<file path="config.mk">
export PLATFORM = sky130hd
export DESIGN_NAME = game_sequencer
export DESIGN_NICKNAME = d
export VERILOG_FILES = /design/src/rtl/game_sequencer_pkg.sv /design/src/rtl/game_sequencer_frame_divider.sv /design/src/rtl/game_sequencer.sv
export SDC_FILE = /design/constraint.sdc
export NUM_CORES = 1
export LEC_CHECK = 0
export CAP_MARGIN = 25
export CELL_PAD_IN_SITES_DETAIL_PLACEMENT = 0
export CELL_PAD_IN_SITES_GLOBAL_PLACEMENT = 1
export CORE_MARGIN = 2
export CORE_UTILIZATION = 35
export CTS_CLUSTER_SIZE = 20
export DETAILED_ROUTE_END_ITERATION = 6
export GPL_TIMING_DRIVEN = 0
export HOLD_SLACK_MARGIN = 0.12
export PLACE_DENSITY = 0.79
export SYNTH_ARGS = -nofsm -noshare
export SYNTH_HDL_FRONTEND = slang
export SYNTH_SLANG_ARGS = --single-unit
</file>
<file path="constraint.sdc">
create_clock -name clk -period 1.75 [get_ports clk]
set_input_delay 0.525 -clock clk [delete_from_list [all_inputs] [get_ports clk]]
set_output_delay 0.525 -clock clk [all_outputs]
set_load 0.01 [all_outputs]
</file>
<file path="src/rtl/game_sequencer_pkg.sv">
// Shared definitions for the game sequencer: FSM states, speed defaults and
// the level-to-period mapping.
package game_sequencer_pkg;

  localparam int DEF_PERIOD_BASE = 16;
  localparam int DEF_PERIOD_STEP = 2;
  localparam int LEVEL_W         = 3;
  localparam int STATE_W         = 3;

  typedef enum logic [STATE_W-1:0] {
    ST_IDLE      = 3'd0,
    ST_RUN       = 3'd1,
    ST_WAIT_DONE = 3'd2,
    ST_PAUSED    = 3'd3,
    ST_LOST      = 3'd4,
    ST_WON       = 3'd5
  } state_t;

  // Frames per tick at a given speed level, never faster than every 2 frames.
  function automatic int calc_period(input int base, input int step,
                                     input logic [LEVEL_W-1:0] level);
    int p;
    p = base - step * int'(level);
    return (p < 2) ? 2 : p;
  endfunction

endpackage

</file>
<file path="src/rtl/game_sequencer_frame_divider.sv">
// Vsync rising-edge detector and frame counter that raises a due pulse
// every 'period' frames.
module frame_divider #(
  parameter int PW = 5
) (
  input  logic          clk,
  input  logic          rst,
  input  logic          vsync,
  input  logic          clear,
  input  logic          hold,
  input  logic [PW-1:0] period,
  output logic          due
);

  logic          vsync_q;
  logic          frame_edge;
  logic [PW-1:0] count;
  logic [PW-1:0] cur_period;

  assign frame_edge = vsync & ~vsync_q;
  assign due        = frame_edge & ~hold & ~clear & (count == cur_period - PW'(1));

  // The period is latched at every count restart so a level change mid-interval
  // only takes effect on the following interval.
  always_ff @(posedge clk) begin
    if (rst) begin
      vsync_q    <= 1'b0;
      count      <= '0;
      cur_period <= period;
    end else begin
      vsync_q <= vsync;
      if (clear) begin
        count      <= '0;
        cur_period <= period;
      end else if (frame_edge && !hold) begin
        if (due) begin
          count      <= '0;
          cur_period <= period;
        end else begin
          count <= count + PW'(1);
        end
      end
    end
  end

endmodule

</file>
<file path="src/rtl/game_sequencer.sv">
// Snake game sequencer: paces move ticks off vsync, handles the tick/done
// handshake, pause, win/lose and speed levels.
module game_sequencer
  import game_sequencer_pkg::*;
#(
  parameter int PERIOD_BASE      = DEF_PERIOD_BASE,
  parameter int PERIOD_STEP      = DEF_PERIOD_STEP,
  parameter int APPLES_PER_LEVEL = 4
) (
  input  logic               clk,
  input  logic               rst,
  input  logic               i_vsync,
  input  logic               i_pause,
  input  logic               i_restart,
  input  logic               i_start,
  input  logic               i_apple_ready,
  input  logic               i_tick_done,
  input  logic               i_failure,
  input  logic               i_success,
  input  logic               i_eat,
  output logic               o_tick,
  output logic [STATE_W-1:0] o_state,
  output logic               o_failure,
  output logic               o_success,
  output logic [LEVEL_W-1:0] o_level,
  output logic               o_drop
);

  localparam int PW = $clog2(PERIOD_BASE + 1);
  localparam int AW = (APPLES_PER_LEVEL > 1) ? $clog2(APPLES_PER_LEVEL) : 1;

  state_t             state;
  logic [AW-1:0]      apples;
  logic [LEVEL_W-1:0] level;
  logic [PW-1:0]      period;
  logic               due;
  logic               go;
  logic               clear;
  logic               hold;
  logic               live;

  assign period  = PW'(calc_period(PERIOD_BASE, PERIOD_STEP, level));
  assign go      = (state == ST_IDLE) & i_start & i_apple_ready;
  assign clear   = i_restart | go;
  assign hold    = !((state == ST_RUN) || (state == ST_WAIT_DONE));
  assign live    = (state == ST_RUN) || (state == ST_WAIT_DONE) || (state == ST_PAUSED);
  assign o_state = state;
  assign o_level = level;

  frame_divider #(.PW(PW)) u_div (
    .clk    (clk),
    .rst    (rst),
    .vsync  (i_vsync),
    .clear  (clear),
    .hold   (hold),
    .period (period),
    .due    (due)
  );

  always_ff @(posedge clk) begin
    if (rst) begin
      state     <= ST_IDLE;
      o_tick    <= 1'b0;
      o_drop    <= 1'b0;
      o_failure <= 1'b0;
      o_success <= 1'b0;
      level     <= '0;
      apples    <= '0;
    end else begin
      o_tick <= 1'b0;
      o_drop <= 1'b0;
      if (i_restart) begin
        state     <= ST_IDLE;
        o_failure <= 1'b0;
        o_success <= 1'b0;
        level     <= '0;
        apples    <= '0;
      end else begin
        if (i_eat && live) begin
          if (apples == AW'(APPLES_PER_LEVEL - 1)) begin
            apples <= '0;
            if (level != '1) level <= level + LEVEL_W'(1);
          end else begin
            apples <= apples + AW'(1);
          end
        end
        // Failure outranks success when both arrive together.
        if (live && i_failure) begin
          o_failure <= 1'b1;
          state     <= ST_LOST;
        end else if (live && i_success) begin
          o_success <= 1'b1;
          state     <= ST_WON;
        end else begin
          case (state)
            ST_IDLE: if (go) state <= ST_RUN;
            ST_RUN: begin
              if (due && i_apple_ready) begin
                o_tick <= 1'b1;
                state  <= ST_WAIT_DONE;
              end else begin
                if (due) o_drop <= 1'b1;
                if (i_pause) state <= ST_PAUSED;
              end
            end
            ST_WAIT_DONE: begin
              if (due) o_drop <= 1'b1;
              if (i_tick_done) state <= i_pause ? ST_PAUSED : ST_RUN;
            end
            ST_PAUSED: if (!i_pause) state <= ST_RUN;
            default: ;
          endcase
        end
      end
    end
  end

endmodule

</file>
# Yosys cells after proc, flatten, opt, wreduce, memory -nomap -nowiden
# Cells that the tools add are included.
[classes]
n_eq_ne = 18
muxes = 20
bitwise_logic = 11
n_reduce_logical = 24
add_sub_neg = 5
magnitude_cmp = 1
[ops]
columns = ["operator", "n"]
rows = [
  ["2-to-1 mux 5 bit", 6],
  ["2-to-1 mux 3 bit", 7],
  ["inequality test 4 x 2 -> 1 bit, second input constant", 4],
  ["AND reduction 5 bit", 3],
  ["inequality test 3 x 2 -> 1 bit, second input constant", 4],
  ["case mux 3 bit (4 select lines)", 1],
  ["AND 1 bit", 6],
  ["== test 3 x 2 -> 1 bit, second input constant", 2],
  ["< comparator 6 x 3 -> 1 bit, second input constant", 1],
  ["inequality test 2 bit, second input constant", 3],
  ["nonzero test 3 bit", 2],
  ["nonzero test 6 bit", 1],
  ["subtractor 5 x 4 -> 6 bit, first input constant", 1],
  ["adder 5 x 1 -> 5 bit, second input constant", 1],
  ["== test 5 bit", 1],
  ["logical AND 1 bit", 5],
  ["inequality test 5 x 2 -> 1 bit, second input constant", 1],
  ["nonzero test 5 bit", 1],
  ["OR reduction 5 bit", 1],
  ["subtractor 5 x 1 -> 5 bit, second input constant", 1],
  ["2-to-1 mux 2 bit", 2],
  ["NOT 1 bit", 4],
  ["AND reduction 2 bit", 2],
  ["nonzero test 4 bit", 1],
  ["other kinds (14)", 18],
]
[word_totals]
ff_bits = 23
wordCells = 91

# Logic depth before layout (Yosys ltp)
# Gate-level depths: netlist (run 1).
[logic_depth]
ltp_word = 12
ltp_mapped = 6
mapped_depth_nobuf = 6

# By module
# From an unflattened synthesis (run 1), not the netlist that was laid out.
[hier_totals]
hier_cells = 128
area_unflattened_um2 = 1216.2
[modules_own_cells]
columns = ["module", "area_each_um2", "n_inst", "cells_per_inst"]
rows = [
  ["game_sequencer", 666.9, 1, 82],
  ["frame_divider", 549.3, 1, 46],
]

# Worst setup path after synthesis (run 1)
# No wires, ideal clock.
[synth_path]
path_type = "reg-to-reg"
from = "reg u_div.cur_period[1]"
to = "reg u_div.cur_period[1] (enable)"
t_required_ps = 1451
period_less_slack_ps = 1886
path_slack_ps = -136
arrival_ps = 1587
n_path_buf = 0
stages_incl_launch_ff = 7
path_cell_list = "edfxtp_1 -> inv_1 -> ha_1 -> xor2_1 -> nand4b_1 -> nor4_4 -> or2_2"
[synth_between]
elab_chain_cells = 5
[synth_lines]
columns = ["item", "line_no", "text"]
rows = [
  ["from (decl)", "game_sequencer_frame_divider.sv:18", "logic [PW-1:0] cur_period;"],
  ["from (signal assigned)", "game_sequencer_frame_divider.sv:29", "cur_period <= period;"],
  ["from (signal assigned)", "game_sequencer_frame_divider.sv:34", "cur_period <= period;"],
  ["from (signal assigned)", "game_sequencer_frame_divider.sv:38", "cur_period <= period;"],
  ["subtractor 5 x 1 -> 5 bit", "game_sequencer_frame_divider.sv:21", "assign due = frame_edge & ~hold & ~clear & (count == cur_period - PW'(1));"],
  ["== test 5 bit", "game_sequencer_frame_divider.sv:21", ""],
  ["AND 1 bit", "game_sequencer_frame_divider.sv:21", ""],
  ["nonzero test 3 bit (no source line)", "--", ""],
  ["AND reduction 2 bit (no source line)", "--", ""],
]
# Every way passes these cells.
# A chain may end at the register's enable or synchronous reset.

# Final worst setup path (run 1)
[layout_path]
from = "in i_vsync"
to = "reg u_div.cur_period[1] (enable)"
[layout_between]
elab_chain_cells = 6
elab_cells_between_ends = 8
[layout_lines]
columns = ["item", "line_no", "text"]
rows = [
  ["from (decl)", "game_sequencer.sv:12", "input logic i_vsync,"],
  ["AND 1 bit (*)", "game_sequencer_frame_divider.sv:20", "assign frame_edge = vsync & ~vsync_q;"],
  ["AND 1 bit (3 in series)", "game_sequencer_frame_divider.sv:21", ""],
  ["nonzero test 3 bit (no source line)", "--", ""],
  ["AND reduction 2 bit (no source line) (*)", "--", ""],
]
# Mark *: on every way between the ends. The rest lies on a longest branch, timed or not.

==> impl.org, run 1 <==
** Finish
- 0 antenna diodes ended up in the layout.
- Cells with a size suffix above 1 make up 21.1% of the layout.
- After routing the design area is 1590 µm².
- The net count of the finished layout is 170.
- Area Overhead vs Synth :: 34.3%

** Timing
- Final worst path period share :: 106%
- Worst relative slew slack :: 62.7%
- Setup repair after global routing could not meet its margin everywhere.
- Across the routed clock network, the largest skew measured is 5.02 ps.
- The number of failing hold endpoints at the final stage was 0.
- Worst-case setup margin in the final layout :: -109 ps
- WHS :: 476 ps
- Transition time of the tightest slew-check pin :: roughly 560 ps
- Total setup violations reported at the end of the flow :: 6
- Fmax :: 538 MHz
- The number of pins exceeding their max-slew limit in the final report is 0.
- Counting I/O delays and the setup requirement, the final critical path takes 1860 ps.

** Detailed routing
- DRT Pass-1 Iters :: 4
- DRC violation count after routing :: 0
- Routed vias/inst :: 4.72
- For this block, the initial DRC count from the detailed router was 45.
- In this run the remaining antenna-violating nets after routing total 0.
- Routed Wire Length :: roughly 2400 µm
- In the final routed layout, each cell accounts on average for between 10 and 15 µm.
- Number of vias after detailed routing :: a little over 900

** Clock tree
- TritonCTS built the clock tree.
- Max Buffers Root-to-Sink :: 2
- The clock net in this run drives a total of 22 sinks.
- Clock tree synthesis inserted a total of 3 buffers.
- CTS built an H-tree with a depth of 1.
- Clock-pin slew was measured on the worst setup and hold paths at approximately 120 ps.
- Clock tree root driver cell :: sky130_fd_sc_hd__clkbuf_4
- Skew-Pair Late Insertion Delay :: 310 ps
- Number of hold-repair buffers added at the cts stage :: 0

** Hold path
- Worst hold-check path type :: reg2reg
- Count of cells along the worst hold path :: 2
- The startpoint identified for the worst hold timing path is apples[1].
- The worst hold path terminates at apples[1].

** Floorplan
- Die Outline Area :: 3870 µm²
- Row generation in the floorplan step produced 21 rows.
- Ports placed on the boundary :: 21
- Initial Util :: 36.1%
- Die Ht :: 62.2 µm
- Area of the core :: roughly 3300 µm²
- Width of the die :: slightly above 60 µm

** Worst setup path
- Data arrival time of the worst path :: approximately 1900 ps
- Classification of the worst setup path :: in2reg
- Across all register-to-register paths, the minimum setup slack is -90 ps.
- The worst register-to-register path ends at u_div.cur_period[1].
- Maximum net fanout on the critical path :: 4
- CP startpoint kind :: input port
- Data required time at the worst endpoint :: 1780 ps
- For the worst flop-to-flop path, the logic depth is 6.
- STA classifies the critical path endpoint as a flip-flop.
- Startpoint of the lowest-slack register-to-register path :: u_div.cur_period[1]

** Job
- The tool flagged a number of max-cap violations equal to 0.

** Placement
- Final RePlAce weighted congestion :: 0.840
- Buffers added on ports :: 20
- Detailed placement finished with a half-perimeter wire length of 1710 µm.
- Post-place instance area :: 1450 µm²

** GRT
- Total Routing Usage GR :: 13.0%
- Initial antenna violation count :: 0
- The total overflow left after global routing is 0.
- Pin count of the biggest net entering global routing :: 13
- Global-route wire length before repair :: 4040 µm
- Via count of the first global-routing pass :: 847

** Logic synthesis
- Dominant register cell in the synthesized netlist :: sky130_fd_sc_hd__dfxtp_1
- Of the post-synthesis cell area, the dominant cell type holds 30.4%.
- Synthesis produced a netlist with a net count of approximately 140.
- Of the synthesized area, sequential elements account for 40.5%.
- Sorting the synthesized cells by area gives the leading types as sky130_fd_sc_hd__dfxtp_1 30%, sky130_fd_sc_hd__edfxtp_1 10%, sky130_fd_sc_hd__ha_1 6.3%, sky130_fd_sc_hd__nor2_1 4.7%, sky130_fd_sc_hd__xnor2_1 4.4%.
- Netlist area before placement :: between 1000 and 1500 µm²
- Number of enable-type register cells in the synthesized netlist :: 4
- YS warnings :: 0
- Counting flops with an async set or reset pin after synthesis yields a share of 0%.
- Instance count of the mapped netlist :: between 100 and 150
- Each instance of the synthesized netlist takes up on average 9.57 µm².
- The synthesized design contains 22 register bits.
- Count of distinct cell types in the synthesized netlist :: 38
- Biggest area consumer among synthesized cells :: sky130_fd_sc_hd__dfxtp_1

** Run status
- Outcome :: finished with violations
- The checks that failed: setup timing.

** Power and ir drop
- Final Power :: around 930 µW
- In this run the static leakage power is between 0.0007 and 0.0008 µW.
- IR analysis of the VDD net gives a maximum drop of 276 µV.
- Dividing total power by cell area gives a power density of between 500 and 600 nW/µm².
## flip-flops by register name, summed over array words and instances (netlist names)
signal,count
o_level,3
apples,2
o_tick,1
o_state,3
o_failure,1
o_success,1
o_drop,1
u_div.cur_period,4
u_div.count,5
u_div.vsync_q,1
## placed cells by master, fill, tap and decap left out, drive strengths merged, types with 7 or more instances in the layout
| cell | instances |
|---|---|
| dfxtp | 18 |
| nor2 | 15 |
| clkdlybuf4s50 | 12 |
| a21oi | 10 |
| xor2 | 7 |
| inv | 7 |
| buf | 7 |
## metrics by stage
stage	instances	setup TNS [ps]	utilization (%)	setup WS (ps)
floorplan	124	-531	-	-133
global placement	190	-8220	44.0	-871
detailed placement	190	-8360	44.0	-883
CTS	197	-518	46.6	-98.2
global route	198	-1490	48.5	-205
finish	198	-468	48.5	-109
## final cells by class
type	instances	area, µm²
multi-input combinational	90	707
buffer	5	33.8
clock buffer	4	36.3
timing repair buffer	24	243
sequential	22	489
inverter	7	26.3
fill	319	1690
tap	46	57.6
## power breakdown
part	internal, µW	switching (µW)	leakage, µW	total (µW)
combinational	62.5	61.7	0.000507	124
sequential	519	4.83	0.000189	524
clock	127	151	0.0000210	278
total	708	217	0.000717	926
## critical path, cell delays in order
cell and delay [ps]:
sky130_fd_sc_hd__clkdlybuf4s50_1 490, sky130_fd_sc_hd__nor3b_4 210, sky130_fd_sc_hd__nand2_2 120, sky130_fd_sc_hd__nor4_4 340, sky130_fd_sc_hd__or2_4 210
## how the worst max path moves through the flow
stage | endpoint | start | depth (start not counted)
after floorplan | u_div.cur_period[1] | u_div.cur_period[1] | 6
after global placement | u_div.cur_period[2] | i_apple_ready | 4
after detailed placement | u_div.cur_period[1] | i_apple_ready | 4
after CTS | u_div.cur_period[1] | u_div.cur_period[1] | 6
after global routing | u_div.cur_period[1] | u_div.cur_period[2] | 6
final | u_div.cur_period[1] | i_vsync | 5
## cell usage after synthesis (all sizes together), types with 2 or more instances
cell type   n
clkbuf      2
nand3       2
dfxtp      18
inv         7
or2         2
nor2       15
nor2b       2
nand2       6
and3        2
edfxtp      4
nand4       2
and2        2
o21ai       3
nor3b       2
nor3        6
o31ai       3
xor2        7
a21oi      10
buf         3
nand4b      2
mux2i       2
xnor2       6
ha          6
## layer usage
metal	up-vias	routed length, µm	GRT usage (%)
met2	16	1190	19.8
met4	0	34	6.67
li1	487	-	-
met3	4	67	1.99
met5	-	0	0
met1	428	1070	17.9
## timing repair
action,in CTS,in global routing
setup endpoints to repair,17,16
pin swaps,2,5
gates resized for setup,10,14
setup buffers,3,1
## logic make-up (layout without fill, tap and decap cells)
| group | Yosys count | count (layout) | synth area share (%) |
|---|---|---|---|
| compound gates | 21 | 21 | 11.2 |
| flops | 22 | 22 | 40.5 |
| fa+ha+maj | 6 | 6 | 6.33 |
| simple gates | 48 | 48 | 24.1 |
| mux | 2 | 2 | 1.69 |
| xor+xnor | 13 | 13 | 11.2 |
| buf+inv | 12 | 40 | 5.06 |
Power figures use the tool's default switching activity.
==> run 2: changes to the inputs <==
--- a/config.mk
+++ b/config.mk
@@ -8,13 +8,13 @@
 export CAP_MARGIN = 25
 export CELL_PAD_IN_SITES_DETAIL_PLACEMENT = 0
 export CELL_PAD_IN_SITES_GLOBAL_PLACEMENT = 1
-export CORE_MARGIN = 2
+export CORE_MARGIN = 3
 export CORE_UTILIZATION = 35
 export CTS_CLUSTER_SIZE = 20
 export DETAILED_ROUTE_END_ITERATION = 6
 export GPL_TIMING_DRIVEN = 0
 export HOLD_SLACK_MARGIN = 0.12
-export PLACE_DENSITY = 0.79
+export PLACE_DENSITY = 0.76
 export SYNTH_ARGS = -nofsm -noshare
 export SYNTH_HDL_FRONTEND = slang
 export SYNTH_SLANG_ARGS = --single-unit
==> constraint.sdc (replaced) <==
create_clock -name clk -period 2.25 [get_ports clk]
set_input_delay 0.675 -clock clk [delete_from_list [all_inputs] [get_ports clk]]
set_output_delay 0.675 -clock clk [all_outputs]
set_load 0.01 [all_outputs]
==> run 2 against run 1 <==
  * The run now ends clean
  * Flip-flop and latch count unchanged
  * Critical path type unchanged
  * Cell count decreased by 2.5%
  * Largest power group unchanged
  * Non-clock buffer count down 3
  * Register-to-register slack gained 420 ps
  * Clock-buffer cell count down 1
  * Die area increased by 6.5%
  * Final area shrank 5.3%
==> impl.org, run 2 (synthesized netlist as in run 1, its figures left out) <==
** Run status
- The flow ran to the end, and the final reports show no timing, DRC or antenna violations.

** Timing
- The number of failing hold endpoints at the final stage came to 0.
- Final worst path period share :: roughly nine tenths
- The clock arrives with 4.09 ps of skew.
- At the pin with the least slew margin, the transition time is about 660 ps.
- Setup repair after global routing left no endpoint under its margin.
- Fmax :: 485 MHz
- Setup violations remaining at the end of the flow were counted as 0.
- The number of pins exceeding their max-slew limit in the final report was 0.
- Worst relative slew slack :: 55.7%
- The worst path in the final design needs a cycle of 2060 ps, including I/O delays and setup.

** Floorplan
- In this run the core area contains 20 standard-cell rows.
- Initial Util :: 37.6%
- Area of the core :: 3150 µm²
- Width of the die :: 64.2 µm
- Measured along the y axis, the die boundary spans 64.2 µm.
- 21 I/O pins were placed.
- The floorplan step defined a die boundary enclosing 4120 µm².

** Clock tree
- Number of buffers created by CTS :: 3
- Clock tree root driver cell :: sky130_fd_sc_hd__clkbuf_4
- Number of clock sinks seen by CTS :: 22
- Skew-Pair Late Insertion Delay :: 310 ps
- TritonCTS clock tree :: yes
- After clock tree synthesis, the clock-pin slew on the worst setup and hold paths is 130 ps.
- In this run the number of H-tree levels came out at 1.
- Max Buffers Root-to-Sink :: 2

** Hold path
- In this run the worst hold path is classified as reg2reg.

** Finish
- Footprint of the flip-flops and latches :: 480 µm²
- The library cell used most frequently in the layout, excluding fill and tap cells, is sky130_fd_sc_hd__clkdlybuf4s50_1.
- Fill cell count :: roughly 310
- Most frequent cells in the layout :: 20 x sky130_fd_sc_hd__clkdlybuf4s50_1, 18 x sky130_fd_sc_hd__dfxtp_1, 15 x sky130_fd_sc_hd__nor2_1, 10 x sky130_fd_sc_hd__a21oi_1, 7 x sky130_fd_sc_hd__inv_1
- ANT cells :: 0
- Summing all multi-input logic gate instances after layout gives 653 µm².
- The largest registers in the layout are u_div.count (5), u_div.cur_period (4).
- Fraction of layout cells with a size suffix above 1 :: 13.4%
- Flip-flop count of the largest register, all copies and words added :: 5
- Number of nets in the finished design :: 167
- Register with the highest flop count :: u_div.count
- Area Overhead vs Synth :: 27.2%
- Summing all non-filler instances in the final layout gives an area of 1510 µm².
- Final core utilization :: 47.9%

** Placement
- Final RePlAce weighted congestion :: around 0.76
- The wire-length estimate of the detail-placed layout is 1750 µm.
- Post-place instance area :: about 1400 µm²
- Buffers added on ports :: 20

** Worst setup path
- Slowest library cell on the worst path :: sky130_fd_sc_hd__o41ai_2
- Number of cells on the critical path :: 4
- CP startpoint kind :: input port
- Maximum net fanout on the critical path :: 6
- Following the worst setup path forward leads to its endpoint at u_div.cur_period[3].
- Startpoint of the lowest-slack register-to-register path :: u_div.cur_period[1]
- Data arrival time of the worst path :: 2100 ps
- At the worst endpoint, the required time is 2290 ps.
- Number of cell instances on the worst register-to-register path :: 6
- Worst setup slack for register-to-register paths :: 330 ps
- CP Buf/Inv Count :: 1
- The endpoint identified for the worst register-to-register timing path is u_div.cur_period[3].
- For this run, the slowest stage of the critical path takes ~540 ps.
- The critical path starts at i_apple_ready.
- STA classifies the critical path endpoint as a flip-flop.
- The critical path is of the in2reg type.
- Critical path, cell by cell :: clkdlybuf4s50_1, nand2_1, o41ai_2, or2_2
- Among cell families on the critical path, the largest total delay comes from compound AO/OA/AOI/OAI gates.

** Detailed routing
- After detailed routing, the number of vias per cell comes to just under 5.
- The count of nets left with antenna violations once routing finished came out at 0.
- DRT Pass-1 Iters :: 4
- Number of vias after detailed routing :: approximately 940
- In the routed design, unresolved DRC markers number 0.
- Routed Wire Length :: 2280 µm
- After detailed routing, the average wire length per cell comes to 11.8 µm.
- Drt initial violations :: 43

** GRT
- Total Routing Usage GR :: 11.8%
- Initial antenna violation count :: 0
- Entering global routing, the biggest net connects 14 pins.
- Leftover overflow at the end of global routing :: 0
- Global-route wire length before repair :: between 3000 and 4000 µm
- The via count of the first global-routing pass was 865.

** Power and ir drop
- Switching portion of total power :: a little over a fifth
- NetSw :: 172 µW
- VDD sags by at most 329 µV.
- Clock share of power :: 38.2%
- Registers are responsible for about half of the overall power.
- Summed over all cells, the static leakage comes to roughly 0.00058 µW.
- Cell internal power was estimated by the tool at 628 µW.
- Power density of the placed cells :: 530 nW/µm²
- Combinational cells account for 10.6% of the total power.

** Job
- Across the run, the number of max-cap violations was 0.
-- run 2: cell count changes in the layout (fill, tap and decap cells not counted), moves of 2 or more --
| cell | change |
|---|---|
| sky130_fd_sc_hd__clkdlybuf4s50_1 | +8 |
| sky130_fd_sc_hd__dlymetal6s2s_1 | -5 |
| sky130_fd_sc_hd__dfxtp_1 | +3 |
| sky130_fd_sc_hd__dlygate4sd2_1 | -3 |
| sky130_fd_sc_hd__a21oi_1 | +2 |
| sky130_fd_sc_hd__a21oi_2 | -2 |
| sky130_fd_sc_hd__buf_4 | -2 |
| sky130_fd_sc_hd__dfxtp_4 | -2 |
| sky130_fd_sc_hd__inv_1 | +2 |
| sky130_fd_sc_hd__inv_2 | -2 |
-- run 2: worst min-delay path by stage --
stage	endpoint	slack, ps	from	depth (start not counted)
floorplan	apples[1]	440	apples[1]	2
global placement	apples[1]	450	apples[1]	2
detailed placement	apples[1]	460	apples[1]	2
CTS	apples[1]	470	apples[1]	2
global route	apples[0]	520	apples[0]	2
finish	apples[1]	470	apples[1]	2
-- run 2: tightest hold or removal path: stages (launching register included) --
cell and delay [ps]:
sky130_fd_sc_hd__dfxtp_1 330, sky130_fd_sc_hd__nand2_1 50, sky130_fd_sc_hd__a21oi_1 50
-- run 2: what timing repair did --
item | in CTS | in global routing
buffers inserted | 1 | 0
gates resized for setup | 1 | 0
endpoints found under the setup margin | 4 | 0
hold buffers | 0 | 0
-- run 2: power by group through the flow --
stage          Combinational (µW)  Sequential [µW]  Clock, µW
2_1_floorplan                47.9              419          0
3_3_place_gp                 82.4              418          0
3_5_place_dp                 83.5              419          0
4_1_cts                      85.1              410        321
5_1_grt                      92.9              411        330
6_report                     84.5              410        306
-- run 2: metal layers --
layer	share of wire, %	track usage (%)	vias to the layer above
met5	0	0	-
met4	0.53	2.90	0
met3	3.2	4.04	2
met2	44	18.2	15
met1	52	15.7	441
li1	-	-	481
-- run 2: layout make-up --
type                            count  area share [%]
Sequential cell                    22            31.8
Buffer                              5            2.24
Inverter                            7            1.74
Clock inverter                      1            1.99
Timing Repair Buffer               21            13.8
Tap cell                           44            3.65
Clock buffer                        3            1.49
Multi-Input combinational cell     90            43.3
-- run 2: metrics by stage --
stage / total power [µW] / TNS [ps] / setup WS, ps / std cells / hold WS, ps
after global routing: 833 / 0 / 127 / 193 / 517
after global placement: 501 / -3000 / -461 / 188 / 447
after detailed placement: 502 / -3370 / -484 / 188 / 456
after floorplan: 467 / 0 / 336 / 124 / 440
final: 800 / 0 / 190 / 193 / 470
after CTS: 816 / 0 / 166 / 193 / 475
==> run 3: changes to the inputs <==
--- a/config.mk
+++ b/config.mk
@@ -14,7 +14,7 @@
 export DETAILED_ROUTE_END_ITERATION = 6
 export GPL_TIMING_DRIVEN = 0
 export HOLD_SLACK_MARGIN = 0.12
-export PLACE_DENSITY = 0.76
+export PLACE_DENSITY_LB_ADDON = 0.25
 export SYNTH_ARGS = -nofsm -noshare
 export SYNTH_HDL_FRONTEND = slang
 export SYNTH_SLANG_ARGS = --single-unit
==> run 3 against run 2 <==
  * Total power is 16% lower
  * Critical path depth is the same
  * Flip-flop and latch count stayed put
  * Sequential share of layout area rose by 0.65 points
  * Clock skew increased by 4.9 ps
  * Fmax decreased by 2.1%
  * Largest power group unchanged
  * Highest routed layer unchanged
  * Die area unchanged
  * Hold slack improved by 3.8 ps
==> impl.org, run 3 (synthesized netlist as in run 1, its figures left out) <==
** Detailed routing
- After detailed routing, the total wire length is 2400 µm.
- Remaining number of nets flagged by the antenna check after routing :: 0
- The first TritonRoute pass finished after 4 iterations.
- Routed vias/inst :: 4.84
- DR WL/cell :: 12.5 µm
- The detailed router finished its first iteration with 35 violations.
- DRC violation count after routing :: 0
- The final route contains 929 vias.

** Finish
- The largest registers in the layout are u_div.count (5), u_div.cur_period (4).
- Area Overhead vs Synth :: 24.7%
- Non-filler instance count after layout :: 192
- Once layout is complete, the utilization of the core stands at a little under half.
- ANT cells :: 0
- In the final layout, the multi-input gates occupy 653 µm².
- Number of nets in the finished design :: 167
- Most frequent cells in the layout :: 20 x sky130_fd_sc_hd__clkdlybuf4s50_1, 18 x sky130_fd_sc_hd__dfxtp_1, 15 x sky130_fd_sc_hd__nor2_1, 10 x sky130_fd_sc_hd__a21oi_1, 7 x sky130_fd_sc_hd__inv_1
- The layout has 329 filler cells.
- Most common cell after layout, fill and taps aside :: sky130_fd_sc_hd__clkdlybuf4s50_1
- Summing all flip-flop and latch instances after layout gives 480 µm².
- Counting flops per register, the top entry is u_div.count.
- Fraction of layout cells with a size suffix above 1 :: 12.8%
- The register with the most flip-flops in the layout has 5 of them.

** Timing
- The worst pin sits at a relative slew slack of between 50% and 60%.
- Static timing analysis puts the maximum clock frequency at 475 MHz.
- Final worst path period share :: 93.6%
- The number of pins exceeding their max-slew limit in the final report was 0.
- Setup violations remaining at the end of the flow were counted as 0.
- After layout, the worst setup slack is 145 ps.
- The number of failing hold endpoints at the final stage was 0.
- Final hold analysis gives a worst-case slack of 474 ps.
- At the pin with the least slew margin, the transition time is 681 ps.
- After layout, the minimum clock period comes to between 2000 and 2500 ps.
- Setup clock skew after layout :: 8.96 ps
- Setup repair after global routing missed its margin :: no

** Worst setup path
- Data arrival time of the worst path :: 2130 ps
- The signal on the critical path passes through clkdlybuf4s50_1, nand2_1, o41ai_2, or2_2.
- The worst setup path is launched from an input port.
- On the critical path, the stage with the largest delay is an instance of sky130_fd_sc_hd__o41ai_2.
- Data required time at the worst endpoint :: 2280 ps
- For this run, the slowest stage of the critical path takes 550 ps.
- The kind of cell with the highest combined delay along the critical path is compound AO/OA/AOI/OAI gates.
- Kind of end point of the critical path :: flip-flop
- Maximum net fanout on the critical path :: 6
- The critical path is of the in2reg type.
- CP Buf/Inv Count :: 1

** Power and ir drop
- In this run the power density over the cells is roughly 460 nW/µm².
- The analysis attributes to cell leakage a power of roughly 0.00056 µW.
- Across the VDD grid, the largest voltage drop is between 300 and 400 µV.

** Clock tree
- TritonCTS clock tree :: yes
- H-Tree Depth :: 1
- Counting the buffers created by CTS gives 3.
- After clock tree synthesis, the clock-pin slew on the worst setup and hold paths is roughly 110 ps.
- For the worst-skew pair, the clock arrives at the later sink with an insertion delay of 310 ps.
- Number of clock sinks seen by CTS :: 22
- Clock tree root driver cell :: sky130_fd_sc_hd__clkbuf_4
- The clock passes through at most 2 buffers.

** GRT
- Entering global routing, the biggest net connects 12 pins.
- Initial antenna violation count :: 0
- Leftover overflow at the end of global routing :: 0
- The first global-routing pass estimated 4130 µm of wire.
- Total Routing Usage GR :: 12.6%
- Via count of the first global-routing pass :: just over 900

** Placement
- Final RePlAce weighted congestion :: 0.815
- Detailed placement finished with a half-perimeter wire length of 1780 µm.
- Timing analysis after detailed placement gives a worst setup slack of -533 ps.
- Buffers added on ports :: 20
- The number of placed instances, taps included, is 188.

** Floorplan
- Number of rows created at floorplan :: 20
- Die Outline Area :: 4120 µm²
- Ports placed on the boundary :: 21
- The total area inside the core boundary comes to 3150 µm².
- Initial Util :: 37.6%
- Width of the die :: 64.2 µm
- The floorplan step set the die height to 64.2 µm.

** Job
- Max-cap violations :: 0

** Run status
- The flow ran to the end, and the final reports show no timing, DRC or antenna violations.

** Hold path
- Worst hold-check path type :: reg2reg
[run 3: final cells by class]
cell class              instances  share of cell area (%)
clock buffers                   3                    1.52
plain buffers                   5                    2.28
inverters                       7                    1.78
well taps                      44                    3.72
multi-input cells              90                    44.2
flip-flops and latches         22                    32.5
repair buffers                 21                    14.0
[run 3: layer usage]
| metal | global-route usage [%] | up-vias | routed length (µm) |
|---|---|---|---|
| li1 | - | 481 | - |
| met1 | 15.4 | 430 | 1160 |
| met2 | 20.8 | 16 | 1140 |
| met3 | 4.04 | 2 | 84 |
| met4 | 3.96 | 0 | 18 |
| met5 | 0 | - | 0 |
[run 3: worst min-delay path, stage by stage (launching register included)]
cell and delay [ps]:
sky130_fd_sc_hd__dfxtp_1 330, sky130_fd_sc_hd__nand2_1 50, sky130_fd_sc_hd__a21oi_1 50
[run 3: final timing paths]
path / startpoint / end / slack, ps / cells past startpoint
worst max-delay path: i_apple_ready / u_div.cur_period[3] / 140 / 4
worst min-delay path: apples[1] / apples[1] / 470 / 2
worst min register to register: apples[1] / apples[1] / 470 / 2
worst max register to register: u_div.cur_period[1] / u_div.cur_period[3] / 320 / 6
[run 3: timing repair]
item / in CTS / in global routing
hold buffers: 0 / 0
setup buffers: 1 / 0
endpoints found under the hold margin: 0 / 0
gates resized for setup: 1 / 0
setup endpoints to repair: 4 / 0
[run 3: per-stage QoR]
stage / setup TNS (ps) / power, µW / cell area, µm²
final: 0 / 675 / 1480
after CTS: 0 / 683 / 1480
after floorplan: 0 / 467 / 1190
after global routing: 0 / 710 / 1480
after detailed placement: -3720 / 503 / 1440
after global placement: -3520 / 501 / 1440
[run 3: power breakdown]
| group | leakage, µW | total, µW | switching, µW | internal, µW |
|---|---|---|---|---|
| logic | 0.000362 | 84.7 | 42.9 | 41.9 |
| registers | 0.000187 | 410 | 3.97 | 406 |
| clock network | 0.0000138 | 180 | 118 | 62.5 |
| total | 0.000563 | 675 | 165 | 510 |
